### config.mk
export PLATFORM = sky130hd
export DESIGN_NAME = cache_controller
export DESIGN_NICKNAME = d
export VERILOG_FILES = /design/src/rtl/cache_controller.sv
export SDC_FILE = /design/constraint.sdc
export NUM_CORES = 1
export LEC_CHECK = 0
export CAP_MARGIN = 40
export CORE_MARGIN = 2
export CORE_UTILIZATION = 39
export DETAILED_ROUTE_END_ITERATION = 6
export PLACE_DENSITY_LB_ADDON = 0.12
export SETUP_SLACK_MARGIN = 0.5
export SYNTH_ARGS = -nofsm -noshare
export SYNTH_HDL_FRONTEND = slang
export SYNTH_SLANG_ARGS = --single-unit
### constraint.sdc
create_clock -name clock -period 1.7 [get_ports clock]
set_input_delay 0.34 -clock clock [delete_from_list [all_inputs] [get_ports clock]]
set_output_delay 0.34 -clock clock [all_outputs]
set_load 0.05 [all_outputs]
### src/rtl/cache_controller.sv
// Miss-handling controller for an 8-line direct-mapped write-back data cache.
// On a miss it writes back the dirty victim block if needed, then refills the
// line, and keeps the CPU stalled until the refill completes.
module cache_controller #(
    parameter int TAG_W   = 25,
    parameter int IDX_W   = 3,
    parameter int BLOCK_W = 128
) (
    input  logic                   clock,
    input  logic                   reset,
    input  logic                   read,
    input  logic                   write,
    output logic                   busywait,
    input  logic                   mem_busywait,
    input  logic [TAG_W-1:0]       wb_tag,
    input  logic [BLOCK_W-1:0]     wb_data,
    input  logic [TAG_W-1:0]       tag,
    input  logic [IDX_W-1:0]       index,
    input  logic                   hit,
    input  logic                   dirty,
    output logic                   mem_read,
    output logic                   mem_write,
    output logic [BLOCK_W-1:0]     mem_writedata,
    output logic [TAG_W+IDX_W-1:0] mem_address
);

    typedef enum logic [1:0] {
        S_IDLE       = 2'd0,
        S_WRITE_BACK = 2'd1,
        S_MEM_READ   = 2'd2
    } state_t;

    state_t               r_state;
    state_t               w_next;
    logic [TAG_W-1:0]     r_tag;
    logic [TAG_W-1:0]     r_wb_tag;
    logic [IDX_W-1:0]     r_index;
    logic [BLOCK_W-1:0]   r_wb_data;
    logic                 r_first;     // first cycle of a memory state
    logic                 w_miss;
    logic                 w_mem_done;
    logic                 w_capture;

    // A request held during reset must not raise the stall output.
    assign w_miss     = reset & (read | write) & ~hit;
    // Memory busy is not trusted in the strobe's first cycle: it may still be rising.
    assign w_mem_done = ~r_first & ~mem_busywait;
    assign w_capture  = (r_state == S_IDLE) & w_miss;

    // State register.
    always_ff @(posedge clock) begin
        if (!reset) r_state <= S_IDLE;
        else        r_state <= w_next;
    end

    // Flag the first cycle after entering WRITE_BACK or MEM_READ.
    always_ff @(posedge clock) begin
        if (!reset) r_first <= 1'b0;
        else        r_first <= (w_next != r_state) && (w_next != S_IDLE);
    end

    // Snapshot the request and victim at the miss edge; held for the whole transfer.
    always_ff @(posedge clock) begin
        if (!reset) begin
            r_tag     <= '0;
            r_wb_tag  <= '0;
            r_index   <= '0;
            r_wb_data <= '0;
        end else if (w_capture) begin
            r_tag     <= tag;
            r_wb_tag  <= wb_tag;
            r_index   <= index;
            r_wb_data <= wb_data;
        end
    end

    // Next state and Moore outputs; busywait also carries the IDLE miss term.
    always_comb begin
        w_next        = r_state;
        busywait      = 1'b0;
        mem_read      = 1'b0;
        mem_write     = 1'b0;
        mem_address   = '0;
        mem_writedata = '0;
        case (r_state)
            S_IDLE: begin
                busywait = w_miss;
                if (w_miss) w_next = dirty ? S_WRITE_BACK : S_MEM_READ;
            end
            S_WRITE_BACK: begin
                busywait      = 1'b1;
                mem_write     = 1'b1;
                mem_address   = {r_wb_tag, r_index};
                mem_writedata = r_wb_data;
                if (w_mem_done) w_next = S_MEM_READ;
            end
            S_MEM_READ: begin
                busywait    = 1'b1;
                mem_read    = 1'b1;
                mem_address = {r_tag, r_index};
                if (w_mem_done) w_next = S_IDLE;
            end
            default: w_next = S_IDLE;
        endcase
    end

endmodule

Word-level counts from Yosys, hierarchy flattened:

Index checks and enable logic that the tools add are counted.

* eq/ne operators: 3
* mux-type cells: 10
* bitwise operators: 8
* reduce and logical (&&, ||, !) cells: 4

Operators with widths (count)
* 2-to-1 mux 128 bit: 1
* case mux 28 bit (2 select lines): 1
* 2-to-1 mux 2 bit: 4
* case mux 2 bit (3 select lines): 1
* AND 1 bit: 4
* inverter 1 bit: 3
* equality test 2 x 1 -> 1 bit, second input constant: 1
* equality test 2 bit, second input constant: 1
* zero test 2 bit: 1
* 2-to-1 mux 1 bit: 2
* != test 2 bit: 1
* case mux 1 bit (2 select lines): 1
* nonzero test 2 bit: 1
* OR reduction 2 bit: 1
* logical AND 1 bit: 1
* bitwise OR 1 bit: 1

* bits in registers: 184
* input bits: 188
* output and inout port bits: 159
* logic and storage cells: 31

Depth between registers and ports, before layout:

Gate-level depths: netlist of the first run.

* depth in word-level cells: 7
* mapped depth: 8
* depth with buffers taken out: 6

Worst setup path before layout of the first run:

Ideal clock, no wire load.

* path type: reg2out
* start: reg r_state[0]
* end: out mem_address[22]
* arrival: 2389 ps
* data required time: 1360 ps
* slack: -1029 ps
* stages on the path, launching flop included: 6
* path buffers: 2
* cells stage by stage: dfxtp_1 ha_1 clkbuf_1 buf_1 a22oi_1 nor2b_1

* longest elaborated chain between the ends: 2
* elaborated cells between the ends (all ways): 3
* classes of those cells: eq/ne: 2; mux: 1

RTL lines
* from (decl): line 33 `state_t r_state;`
* from (signal assigned): line 53 `else r_state <= w_next;`
* equality test 2 bit or equality test 2 x 1 -> 1 bit (tied branches): line 85 `case (r_state)`
* case mux 28 bit (2 select lines) *: line 85
* to (decl): line 24 `output logic [TAG_W+IDX_W-1:0] mem_address`

Mark *: on every way between the ends. The rest lies on a longest branch, timed or not.

Final worst setup path of the first run:

* start: reg r_state[1]
* end: out mem_address[1]

The elaborated chain is that of the path after synthesis.

==> results of run 1 <==
[worst max path at each step]
stage                             endpoint  cells past startpoint
6_report                    mem_address[1]                      6
5_1_grt                  mem_writedata[44]                      6
4_1_cts                     mem_address[1]                      6
3_5_place_dp   r_wb_data[121]$_SDFFE_PN0P_                      7
3_3_place_gp      r_wb_tag[7]$_SDFFE_PN0P_                      7
2_1_floorplan              mem_address[10]                      6
[worst register-to-register path: stages, from the launching register on]
cell	delay [ns]
dfxtp_4	0.36
inv_4	0.08
ha_4	0.16
nor3b_4	0.22
buf_6	0.19
buf_12	0.11
clkbuf_16	0.15
clkbuf_16	0.15
nand2_1	0.06
a21boi_1	0.19
[sequential cells by signal (all words and copies together) (netlist names)]
signal and count:
r_wb_data 128, r_tag 25, r_wb_tag 25, r_index 3, r_state 2, r_first 1
[report_power, final]
part	internal [mW]	switching, mW	leakage, nW
logic	1.44	1.07	4.72
clock network	1.93	1.81	0.257
registers	4.52	0.148	1.50
total	7.89	3.03	6.47
[cell usage after synthesis]
| cell | number | area (um^2) |
|---|---|---|
| a21boi_0 | 74 | 556 |
| a21boi_1 | 107 | 803 |
| a221oi_1 | 1 | 8.76 |
| a22oi_1 | 25 | 188 |
| and2_1 | 132 | 826 |
| buf_1 | 3 | 11.3 |
| buf_2 | 20 | 100 |
| buf_4 | 7 | 52.6 |
| buf_6 | 3 | 33.8 |
| clkbuf_1 | 49 | 184 |
| dfxtp_1 | 184 | 3680 |
| ha_1 | 4 | 50.1 |
| inv_1 | 3 | 11.3 |
| nand2_1 | 365 | 1370 |
| nand2b_1 | 1 | 6.26 |
| nor2_1 | 7 | 26.3 |
| nor2b_1 | 26 | 163 |
| nor3_1 | 3 | 15.0 |
| nor3b_2 | 1 | 12.5 |
| nor4b_1 | 1 | 8.76 |
| o211a_1 | 2 | 20.0 |
| o21a_1 | 2 | 15.0 |
| o22a_1 | 2 | 17.5 |
| o311a_1 | 1 | 10.0 |
| o311ai_0 | 1 | 8.76 |
| o31ai_1 | 1 | 7.51 |
| o32ai_1 | 1 | 8.76 |
| or3b_1 | 1 | 8.76 |
[metal layers]
metal	share of wire	wire length [um]	vias to the layer above	global-route usage
met5	0	0	-	0
met4	0.029	970	0	0.0795
met3	0.083	2810	56	0.0914
met2	0.51	17400	331	0.391
met1	0.38	12800	4247	0.269
li1	-	-	4089	-
[repair_timing]
item | in CTS | in global routing
pin swaps | 9 | 90
setup buffers | 10 | 17
endpoints found under the setup margin | 343 | 343
gates resized for setup | 47 | 245
cloned | 1 | 44
[through the flow]
| stage | hold slack (ns) | setup TNS [ns] | setup WS (ns) | instance area [um^2] |
|---|---|---|---|---|
| 2_1_floorplan | 0.430 | -5.23 | -0.108 | 8980 |
| 3_3_place_gp | 0.436 | -58.23 | -0.370 | 14300 |
| 3_5_place_dp | 0.442 | -62.47 | -0.401 | 14300 |
| 4_1_cts | 0.439 | -56.88 | -0.427 | 15100 |
| 5_1_grt | 0.453 | -71.38 | -0.475 | 17000 |
| 6_report | 0.449 | -59.35 | -0.416 | 17000 |
[layout make-up]
type	instances	area, um^2	share of cell area
Multi-Input combinational cell	759	5430	0.319
Timing Repair Buffer	452	7010	0.411
Clock inverter	12	93.8	0.00551
Inverter	3	16.3	0.000955
Clock buffer	20	447	0.0262
Antenna cell	1	2.50	0.000147
Sequential cell	184	3690	0.217
Tap cell	275	344	0.0202
[cell families (layout without fill, tap and decap cells)]
| kind of cell | Yosys count | in the layout | synth area share |
|---|---|---|---|
| AOI/OAI and AO/OA | 217 | 217 | 0.200 |
| buffers and inverters | 85 | 487 | 0.0479 |
| DFF | 184 | 184 | 0.449 |
| and+or+nand+nor | 537 | 538 | 0.297 |
| adders and majority gates | 4 | 4 | 0.00610 |
| other | 0 | 1 | 0 |
==> impl_metrics.toml, run 1 <==
[detailed_routing]
vias = 8723
drc_errors = 0
ant_nets = 0
drt_iter0_markers = 527
drt-total-wl_mm = 34.0
firstDrtPassIters = 5
routedWlPerCell_um = 19.9
vias_per_cell = 5.11

[cts]
ctsHoldBuffers = 0
cts_tree = "done"
clock-sinks = 184
clk_latency_ns = 0.43
clock_path_buffers = 2
path_clk_slew_ns = 0.06
cts_made_buffers = 17
clock-root-buffer = "clkbuf_16"
cts_max_level = 4

[setup_path]
critical_path_class = "flop to primary output"
r2r_end = "r_wb_data[126]$_SDFFE_PN0P_"
cp_common_cell = "buf_12"
crit_required_ns = 1.36
crit_fanout = 4
path_cells = "buf_12 -> ha_4 -> buf_4 -> o21a_4 -> and2_4 -> buf_12"
critPathBufInv = 3
worstPathArrival_ns = 1.78
cp_slowest_cell = "dfxtp_4"
cp-startpoint = "r_state[1]$_SDFF_PN0_"
end_kind = "primary output"
cp-start-kind = "flop"
cp_top_family = "buffers and inverters"
max_stage_delay_ns = 0.36
r2r_slack_ns = -0.06
rr_worst_depth = 9
r2r_start = "r_state[0]$_SDFF_PN0_"

[place]
place_hpwl_mm = 18.0
portBuffers = 346
dp.cells = 1601
gp_congestion = 0.772

[flow_run]
drv_cap = 0

[floorplanning]
die-area_um2 = 22200
die_w_um = 149
core_area_um2 = 20800
start_util = 0.394
io-pin-count = 347
die_height_um = 149
rows = 53

[cells_and_area]
fin_cells = 1706
syn_to_final_growth_pct = 108
nNetsFinal = 1609
final_cell_mix = "293 x nand2_1, 189 x buf_12, 186 x clkdlybuf4s50_1"
fillers = 1224
layout_commonest_cell = "nand2_1"
drive_above_1_share = 0.431
final_core_utilization = 0.818

[min_path]
min_path_type = "flop to flop"
hold_start = "r_wb_data[38]$_SDFFE_PN0P_"
hold_end = "r_wb_data[38]$_SDFFE_PN0P_"
hold_depth = 2

[grt]
grt_max_degree = 184
grt_pass1_vias = 7849
grt_first_pass_wirelength_mm = 40.9
antenna_found_initial = 1
grt_use_total = 0.232
overflow = 0

[yosys]
ys_warn_count = 0
synth_fp_nets = 1219
ys_types = 28
netlist_instances = 1027
syn_area_um2 = 8210
syn_avg_cell_area_um2 = 7.99
seq_area_frac_synth = 0.449
synth-seq-cells = 184

[power_and_ir_drop]
p_per_area_nw_per_um2 = 641
ir_worst_vdd_mv = 0.685
power_mw = 10.9
total_leakage_power_nw = 6.47

[sta]
setup_ws_ns = -0.416
hold_viol_final = 0
period_minus_slack_ns = 2.12
setup_viol = 255
clock_skew_ns = 0.0101
finalMaxSlewViolations = 0
rsz0062_at_grt = "true"
relSlewSlack = 0.475
finalCritPeriodShare = 1.24
timing.fmax_mhz = 473
worst_pin_slew_ns = 0.787

[run_status]
violations = "negative setup slack"
status = "finished, violations left"
Power figures use the tool's default switching activity.
==> run 2: changes to the inputs <==
- CORE_UTILIZATION: 39 -> 40
- CTS_BUF_LIST: unset -> sky130_fd_sc_hd__clkbuf_4 sky130_fd_sc_hd__clkbuf_8
- CTS_CLUSTER_DIAMETER: unset -> 100
- PLACE_DENSITY: unset -> 0.83
- PLACE_DENSITY_LB_ADDON: 0.12 -> unset
==> impl_metrics.toml, run 2 (synthesis results as in run 1) <==
[run_status]
status = "finished, violations left"
violations = "design-rule violations, negative setup slack"

[floorplanning]
die-area_um2 = 21700
die_w_um = 147
die_height_um = 147
rows = 52
io-pin-count = 347
start_util = 0.407
core_area_um2 = 20200

[min_path]
min_path_type = "input port to flop"
hold_start = "wb_data[41]"

[cells_and_area]
largest_register_ffs = 128
reg_top3 = "r_wb_data (128), r_tag (25), r_wb_tag (25)"
multi_input_area_um2 = 6500
final_core_utilization = 0.951
largest_register = "r_wb_data"
fillers = 469
final_cell_mix = "199 x buf_12, 186 x clkdlybuf4s50_1, 182 x dfxtp_1"
register_area_um2 = 3690
nNetsFinal = 1670
fin_cells = 1767
syn_to_final_growth_pct = 134
fin_area_um2 = 19200
layout_commonest_cell = "buf_12"
drive_above_1_share = 0.584

[sta]
worst_pin_slew_ns = 1.03
rsz0062_at_grt = "true"
clock_skew_ns = 0.0175
setup_ws_ns = -1.15
relSlewSlack = 0.312
finalMaxSlewViolations = 0
whs_ns = 0.408
period_minus_slack_ns = 2.85
finalCritPeriodShare = 1.68
timing.fmax_mhz = 351
hold_viol_final = 0
setup_viol = 343
tns_ns = -145.00

[grt]
overflow = 0
grt_first_pass_wirelength_mm = 58.5
antenna_found_initial = 5
grt_max_degree = 184
grt_pass1_vias = 10200
grt_use_total = 0.351

[power_and_ir_drop]
clkPwrFrac = 0.275
total_leakage_power_nw = 7.73
power_mw = 11.5
ir_worst_vdd_mv = 0.538
p_sw_mw = 3.96
p_sw_frac = 0.344
pwr-share-comb = 0.311
p_int_mw = 7.56
p_per_area_nw_per_um2 = 601
pwr-share-seq = 0.414

[setup_path]
r2r_start = "r_state[1]$_SDFF_PN0_"
end_kind = "primary output"
cp-startpoint = "r_state[1]$_SDFF_PN0_"
worstPathArrival_ns = 2.51
crit_fanout = 7
critical_path_class = "flop to primary output"
cp-start-kind = "flop"
crit_required_ns = 1.36

[place]
pre_cts_slack_ns = -0.314
gp_congestion = 0.781
place_hpwl_mm = 19.8
dpl-instance-area_um2 = 14300
dp.cells = 1608
portBuffers = 346

[detailed_routing]
drt_iter0_markers = 1112
drc_errors = 2
routedWlPerCell_um = 34.4
vias_per_cell = 6.39
drt-total-wl_mm = 60.7
firstDrtPassIters = 7
ant_nets = 0
vias = 11300

[flow_run]
drv_cap = 0

[cts]
cts_tree = "done"
clock_path_buffers = 2
clock-root-buffer = "clkbuf_8"
clk_latency_ns = 0.48
cts_max_level = 4
cts_made_buffers = 17
clock-sinks = 184
ctsHoldBuffers = 0
path_clk_slew_ns = 0.11
-- run 2: cell types whose count changed in the layout (fill, tap and decap cells not counted), moves of 7 or more --
cell	before	now
nand2_1	293	167
buf_8	6	13
buf_6	11	27
clkbuf_8	1	18
clkbuf_16	49	15
buf_12	189	199
a21boi_0	46	1
a21boi_1	89	60
nand2_4	41	140
buf_16	7	48
a21boi_2	46	120
and2_2	12	0
and2_4	120	132
nand2_2	31	58
-- run 2: repair_timing --
item | CTS | global route
cloned | 44 | 16
setup endpoints to repair | 343 | 343
pin swaps | 86 | 240
resized for setup | 229 | 498
endpoints found under the hold margin | 0 | 0
buffers inserted | 39 | 22
-- run 2: area by class of cell --
class	count	area share
antenna	6	0.000783
clock buffer	20	0.0137
clock inverter	12	0.00587
inverter	3	0.000848
multi-input combinational	758	0.339
sequential	184	0.193
tap	270	0.0176
timing repair buffer	514	0.430
-- run 2: metal layers --
layer | wire (um) | vias to the layer above | part of all wire | global-route usage
li1 | - | 4236 | - | -
met1 | 17900 | 5286 | 0.30 | 0.371
met2 | 26800 | 1180 | 0.44 | 0.639
met3 | 8510 | 577 | 0.14 | 0.0935
met4 | 7400 | 10 | 0.12 | 0.184
met5 | 80 | - | 0.0013 | 0
-- run 2: power groups by stage --
stage | combinational [mW] | sequential (mW) | clock [mW]
6_report | 3.59 | 4.77 | 3.17
5_1_grt | 3.62 | 4.76 | 3.23
4_1_cts | 2.62 | 4.65 | 2.94
3_5_place_dp | 1.75 | 4.74 | 0
3_3_place_gp | 1.71 | 4.72 | 0
2_1_floorplan | 0.913 | 4.71 | 0
-- run 2: worst max-delay path: stages (launching register included) --
cell and delay [ns]:
dfxtp_4 0.41, inv_4 0.05, ha_4 0.23, buf_4 0.20, a22oi_1 0.82, nor2b_4 0.12, buf_12 0.20
-- run 2: path summary, 6_finish.rpt --
| kind | to | slack (ns) | cells past startpoint |
|---|---|---|---|
| worst min-delay path | r_wb_data[41]$_SDFFE_PN0P_ | 0.41 | 3 |
| worst min register to register | r_wb_data[7]$_SDFFE_PN0P_ | 0.48 | 2 |
| worst max register to register | r_wb_data[74]$_SDFFE_PN0P_ | -0.87 | 11 |
| worst max-delay path | mem_address[15] | -1.15 | 6 |
